--- src/rtl/sdram_write_arbiter.sv ---
// sdram_write_arbiter
// Two-requester arbiter for the shared SDRAM write port. Requester 0 (video
// stream DMA) has fixed priority over requester 1 (overlay/box draw).
// The owning requester's beat is captured into the master-side registers at the
// clock edge that grants it. That requester then presents its next beat, or
// drops its write, from the following cycle. A captured beat is held on the
// master port until master_waitrequest is low.
// Optional feature: define ARB_STARVE_GUARD_EN to compile in a starvation guard.
// With the guard, requester 1 is forced in after STARVE_LIMIT consecutive
// requester-0 writes.
module sdram_write_arbiter #(
    parameter int STARVE_LIMIT = 8
) (
    input  logic        clk,
    input  logic        reset,

    input  logic [31:0] m0_address,
    input  logic        m0_write,
    input  logic [15:0] m0_writedata,
    output logic        m0_waitrequest,

    input  logic [31:0] m1_address,
    input  logic        m1_write,
    input  logic [15:0] m1_writedata,
    output logic        m1_waitrequest,

    output logic [31:0] master_address,
    output logic        master_write,
    output logic [15:0] master_writedata,
    input  logic        master_waitrequest,

    output logic [1:0]  grant
);

    typedef enum logic [1:0] {
        IDLE   = 2'd0,
        GRANT0 = 2'd1,
        GRANT1 = 2'd2
    } state_t;

    state_t state;

    logic complete;      // master accepts the beat this cycle
    logic owner_drop;    // owner withdrew while its beat was still stalled
    logic decide;        // arbitration point: idle or a beat just completed
    logic starve_force;  // requester 1 must win this decision
    logic pick0;
    logic pick1;

    assign complete   = master_write & ~master_waitrequest;
    assign owner_drop = ((state == GRANT0) & ~m0_write) |
                        ((state == GRANT1) & ~m1_write);
    assign decide     = (state == IDLE) | complete;

`ifdef ARB_STARVE_GUARD_EN
    localparam int CNT_W = $clog2(STARVE_LIMIT + 1);

    logic [CNT_W-1:0] starve_cnt;
    logic [CNT_W:0]   starve_eff;

    // Count for this decision: includes an m0 beat completing now, and is zero
    // once m1 has just been served.
    always_comb begin
        starve_eff = {1'b0, starve_cnt};
        if (complete && (state == GRANT1)) begin
            starve_eff = '0;
        end else if (complete && (state == GRANT0)) begin
            starve_eff = {1'b0, starve_cnt} + (CNT_W + 1)'(1);
        end
    end

    assign starve_force = m1_write && (starve_eff >= (CNT_W + 1)'(STARVE_LIMIT));

    // Consecutive m0 completions while m1 waits; saturates at the limit.
    always_ff @(posedge clk) begin
        if (reset || !m1_write) begin
            starve_cnt <= '0;
        end else if (complete && (state == GRANT1)) begin
            starve_cnt <= '0;
        end else if (complete && (state == GRANT0) &&
                     (starve_cnt != CNT_W'(STARVE_LIMIT))) begin
            starve_cnt <= starve_cnt + CNT_W'(1);
        end
    end
`else
    assign starve_force = 1'b0;
`endif

    // Fixed priority: m0 wins unless it is idle or the starvation guard fires.
    assign pick1 = m1_write & (~m0_write | starve_force);
    assign pick0 = m0_write & ~pick1;

    // Arbitration FSM; captures the winner's beat into the master port registers.
    always_ff @(posedge clk) begin
        if (reset) begin
            state            <= IDLE;
            grant            <= 2'b00;
            master_write     <= 1'b0;
            master_address   <= '0;
            master_writedata <= '0;
        end else if (decide) begin
            if (pick0) begin
                state            <= GRANT0;
                grant            <= 2'b01;
                master_write     <= 1'b1;
                master_address   <= m0_address;
                master_writedata <= m0_writedata;
            end else if (pick1) begin
                state            <= GRANT1;
                grant            <= 2'b10;
                master_write     <= 1'b1;
                master_address   <= m1_address;
                master_writedata <= m1_writedata;
            end else begin
                state        <= IDLE;
                grant        <= 2'b00;
                master_write <= 1'b0;
            end
        end else if (owner_drop) begin
            // Abandon the stalled beat; it never completes on the master.
            state        <= IDLE;
            grant        <= 2'b00;
            master_write <= 1'b0;
        end
    end

    // Only the owner sees the master stall; everyone else is held off.
    always_comb begin
        m0_waitrequest = 1'b1;
        m1_waitrequest = 1'b1;
        if (state == GRANT0) begin
            m0_waitrequest = master_waitrequest;
        end else if (state == GRANT1) begin
            m1_waitrequest = master_waitrequest;
        end
    end

endmodule

--- config.mk ---
export PLATFORM = sky130hd
export DESIGN_NAME = sdram_write_arbiter
export DESIGN_NICKNAME = d
export VERILOG_FILES = /design/src/rtl/sdram_write_arbiter.sv
export SDC_FILE = /design/constraint.sdc
export NUM_CORES = 1
export LEC_CHECK = 0
export ABC_AREA = 1
export BUFFER_PORTS_ARGS = -buffer_cell sky130_fd_sc_hd__buf_2
export CAP_MARGIN = 20
export CORE_MARGIN = 5
export CORE_UTILIZATION = 43
export CTS_CLUSTER_SIZE = 12
export DETAILED_ROUTE_END_ITERATION = 8
export GPL_ROUTABILITY_DRIVEN = 1
export PLACE_DENSITY = 0.88
export SYNTH_ARGS = -nofsm -noshare
export SYNTH_HDL_FRONTEND = slang
export SYNTH_SLANG_ARGS = --single-unit
--- constraint.sdc ---
create_clock -name clk -period 1.3 [get_ports clk]
set_input_delay 0.26 -clock clk [delete_from_list [all_inputs] [get_ports clk]]
set_output_delay 0.26 -clock clk [all_outputs]
set_load 0.03 [all_outputs]
==> flow_summary.yaml <==
worst_setup_path:
  cpPeakStageDelay_ns: 0.33
  worstSetupEndpointType: "flop"
  r2r-end: "master_address[17]$_SDFFE_PP0P_"
  crit_type: "flop to flop"
  cp-start-kind: "flop"
  cp.buffers_inverters: 3
  r2r_slack_ns: 0.01
  cpMaxStageDelayCell: "dfxtp_2"
  critPathTopFamily: "buffers and inverters"
  crit_fanout: 8
  r2r-start: "state[0]$_SDFFE_PP0P_"
  rr_worst_depth: 7
  critPathRequiredTime_ns: 1.47
  path_cells: "buf_4 > o21ai_4 > buf_12 > nand2_8 > clkbuf_16 > nand2_1 > a21oi_1"
  worstPathArrival_ns: 1.46
power_and_ir_drop:
  pwr_density_cell_nw_per_um2: 1100
  ir_worst_vdd_mv: 0.597
  power.leakage_nw: 2.00
cells_and_area:
  diodes: 0
  area_growth_pct: 47.4
  fin_area_um2: 3710
  fin_nets: 650
  drive_gt1_share_pct: 36.4
detailed_routing:
  routed_wl_um: 8060
  wire_per_inst_um: 13.0
  drt_first_iter_violations: 126
  via_count: 3075
  drc: 0
  antenna_left: 0
  avgViaCountPerCell: 4.94
  dr.pass1.iters: 4
die:
  ioPinCount: 154
  die_y_um: 86.5
  initial_utilization_pct: 44.8
  chipWidth_um: 86.5
  die-area_um2: 7480
  coreArea_um2: 5610
  row_count: 27
outcome:
  outcome: "complete, no violations"
hold_path:
  holdCritPathClass: "input pin to flop"
  holdPathStages: 3
  hp-start: "m1_write"
  min_to: "state[1]$_SDFFE_PP0P_"
synth:
  synth_cell_types: 15
  synthMuxAreaShare_pct: 0
  synth-simple-area-share_pct: 41.1
  synth_adder_area_share_pct: 0
  ys_ff_latch: 51
  synth-compound-area-share_pct: 10.5
  syn_area_um2: 2510
  synth.avg_cell_area_um2: 6.35
  syn_inst: 396
  yosysWarnings: 0
  yosysSeqAreaShare_pct: 40.6
  synth_nets: 497
  synthXorXnorAreaFrac_pct: 0
  synth_top_family_by_area: "simple AND/OR/NAND/NOR gates"
flow_run:
  max_cap_viol_count: 0
clock_network:
  worstSkewPairLatency_ns: 0.29
  cts_buffers: 5
  ctsRootBufferMaster: "clkbuf_8"
  clock_path_buffers: 2
  cts_tree: "built"
  cts.sinks: 51
  htree_num_levels: 2
  cts_hold_buf: 0
  path_clk_slew_ns: 0.09
grt:
  grt_max_degree: 52
  grt_use_total_pct: 20.1
  grt_pass1_vias: 2918
  grt-ovfl-total: 0
  antenna_found_initial: 0
  grt_pass1_wl_um: 12500
sta:
  grt_setup_unrepaired: "true"
  finalSetupTns_ns: 0
  setup_slack_ns: 0.0140
  fmax_ghz: 0.778
  finalCritPeriodShare_pct: 98.9
  relSlewSlack_pct: 80.6
  slew_viol_final: 0
  setup_viol: 0
  layout_min_cycle_time_ns: 1.29
  worst_pin_slew_ns: 0.291
  hold_viol_final: 0
  whs_ns: 0.251
  skew_ns: 0.00451
placed_design:
  pre_cts_slack_ns: 0.0590
  gp_congestion: 0.801
  portBuffers: 153
  hpwl_um: 5730
  placed_area_um2: 3390
## registers in the layout (all words and copies together), names as in the netlist
signal / flops
master_address: 32
master_writedata: 16
state: 2
master_write: 1
## cell usage after synthesis
cell type,number,area share (%)
buf_4,5,1.5
buf_2,15,3.0
o21ai_2,1,0.35
nand2_2,2,0.50
buf_1,1,0.15
inv_1,5,0.75
inv_2,1,0.15
dfxtp_1,51,41
nand4_1,2,0.50
nor2_1,3,0.45
a21oi_1,51,10
buf_6,2,0.90
nand3_1,54,11
nand2_1,194,29
clkbuf_1,9,1.3
## routing by layer
layer  global-route usage [%]  vias to the layer above  part of all wire, %
met2                     37.3                      113                   52
met1                     22.9                     1377                   39
met4                     6.52                        0                  1.4
li1                         -                     1571                    -
met3                     3.90                       14                  7.2
met5                        0                        -                    0
## layout make-up
class                      instances  area [um^2]
clock buffer                       8          100
sequential                        51         1020
inverter                           6         27.5
tap                               72         90.1
timing repair buffer             178         1120
fill                             489         1900
multi-input combinational        307         1340
## logic make-up (layout without fill, tap and decap cells)
family / count (synthesis) / in the layout
flip-flops: 51 / 51
AND/OR/NAND/NOR: 255 / 255
AO/OA/AOI/OAI: 52 / 52
buffers and inverters: 38 / 192
## how the worst max path moves through the flow
| stage | startpoint | to | slack [ns] | cells after the start |
|---|---|---|---|---|
| 2_1_floorplan | state[1]$_SDFFE_PP0P_ | master_writedata[10]$_SDFFE_PP0P_ | 0.009 | 6 |
| 3_3_place_gp | m0_write | master_address[12]$_SDFFE_PP0P_ | 0.11 | 7 |
| 3_5_place_dp | m0_write | master_writedata[3]$_SDFFE_PP0P_ | 0.06 | 7 |
| 4_1_cts | state[0]$_SDFFE_PP0P_ | m1_waitrequest | -0.002 | 4 |
| 5_1_grt | state[0]$_SDFFE_PP0P_ | master_address[17]$_SDFFE_PP0P_ | -0.04 | 7 |
| 6_report | state[0]$_SDFFE_PP0P_ | master_address[17]$_SDFFE_PP0P_ | 0.01 | 7 |
## worst reg2reg max path, cell delays in order (launching register included)
cell	delay, ns
dfxtp_2	0.33
buf_4	0.13
o21ai_4	0.16
buf_12	0.15
nand2_8	0.08
clkbuf_16	0.17
nand2_1	0.07
a21oi_1	0.07
## report_power, final
| part | internal (mW) | switching [mW] | total (mW) | leakage [nW] |
|---|---|---|---|---|
| logic | 0.546 | 0.804 | 1.35 | 1.52 |
| registers | 1.70 | 0.0686 | 1.77 | 0.421 |
| clock network | 0.486 | 0.477 | 0.963 | 0.0515 |
| total | 2.73 | 1.35 | 4.08 | 2.00 |
## what timing repair did
item | CTS | global route
pin swaps | 0 | 1
cloned | 0 | 3
resized for setup | 11 | 14
setup buffers | 2 | 4
setup endpoints to repair | 4 | 25
## layout by cell type, fill, tap and decap left out
master	synthesis	final
nand2_1	194	193
buf_2	15	151
nand3_1	54	52
a21oi_1	51	48
dfxtp_1	51	48
buf_4	5	10
clkbuf_8	0	7
buf_6	2	7
buf_12	0	6
inv_1	5	3
a21oi_2	0	3
nor2_1	3	3
clkbuf_16	0	3
dfxtp_2	0	3
inv_4	0	2
nand3_2	0	2
nand2_2	2	2
nand4_1	2	2
o21ai_4	0	1
inv_2	1	1
nand2_8	0	1
clkbuf_1	9	1
buf_8	0	1
## stage by stage
| stage | std cells | total power, mW | utilization (%) |
|---|---|---|---|
| final | 622 | 4.08 | 66.1 |
| after global routing | 622 | 4.31 | 66.1 |
| after CTS | 615 | 3.98 | 63.0 |
| after detailed placement | 605 | 3.00 | 60.4 |
| after global placement | 605 | 2.97 | 60.4 |
| after floorplan | 396 | 2.56 | - |
Power figures use the tool's default switching activity.
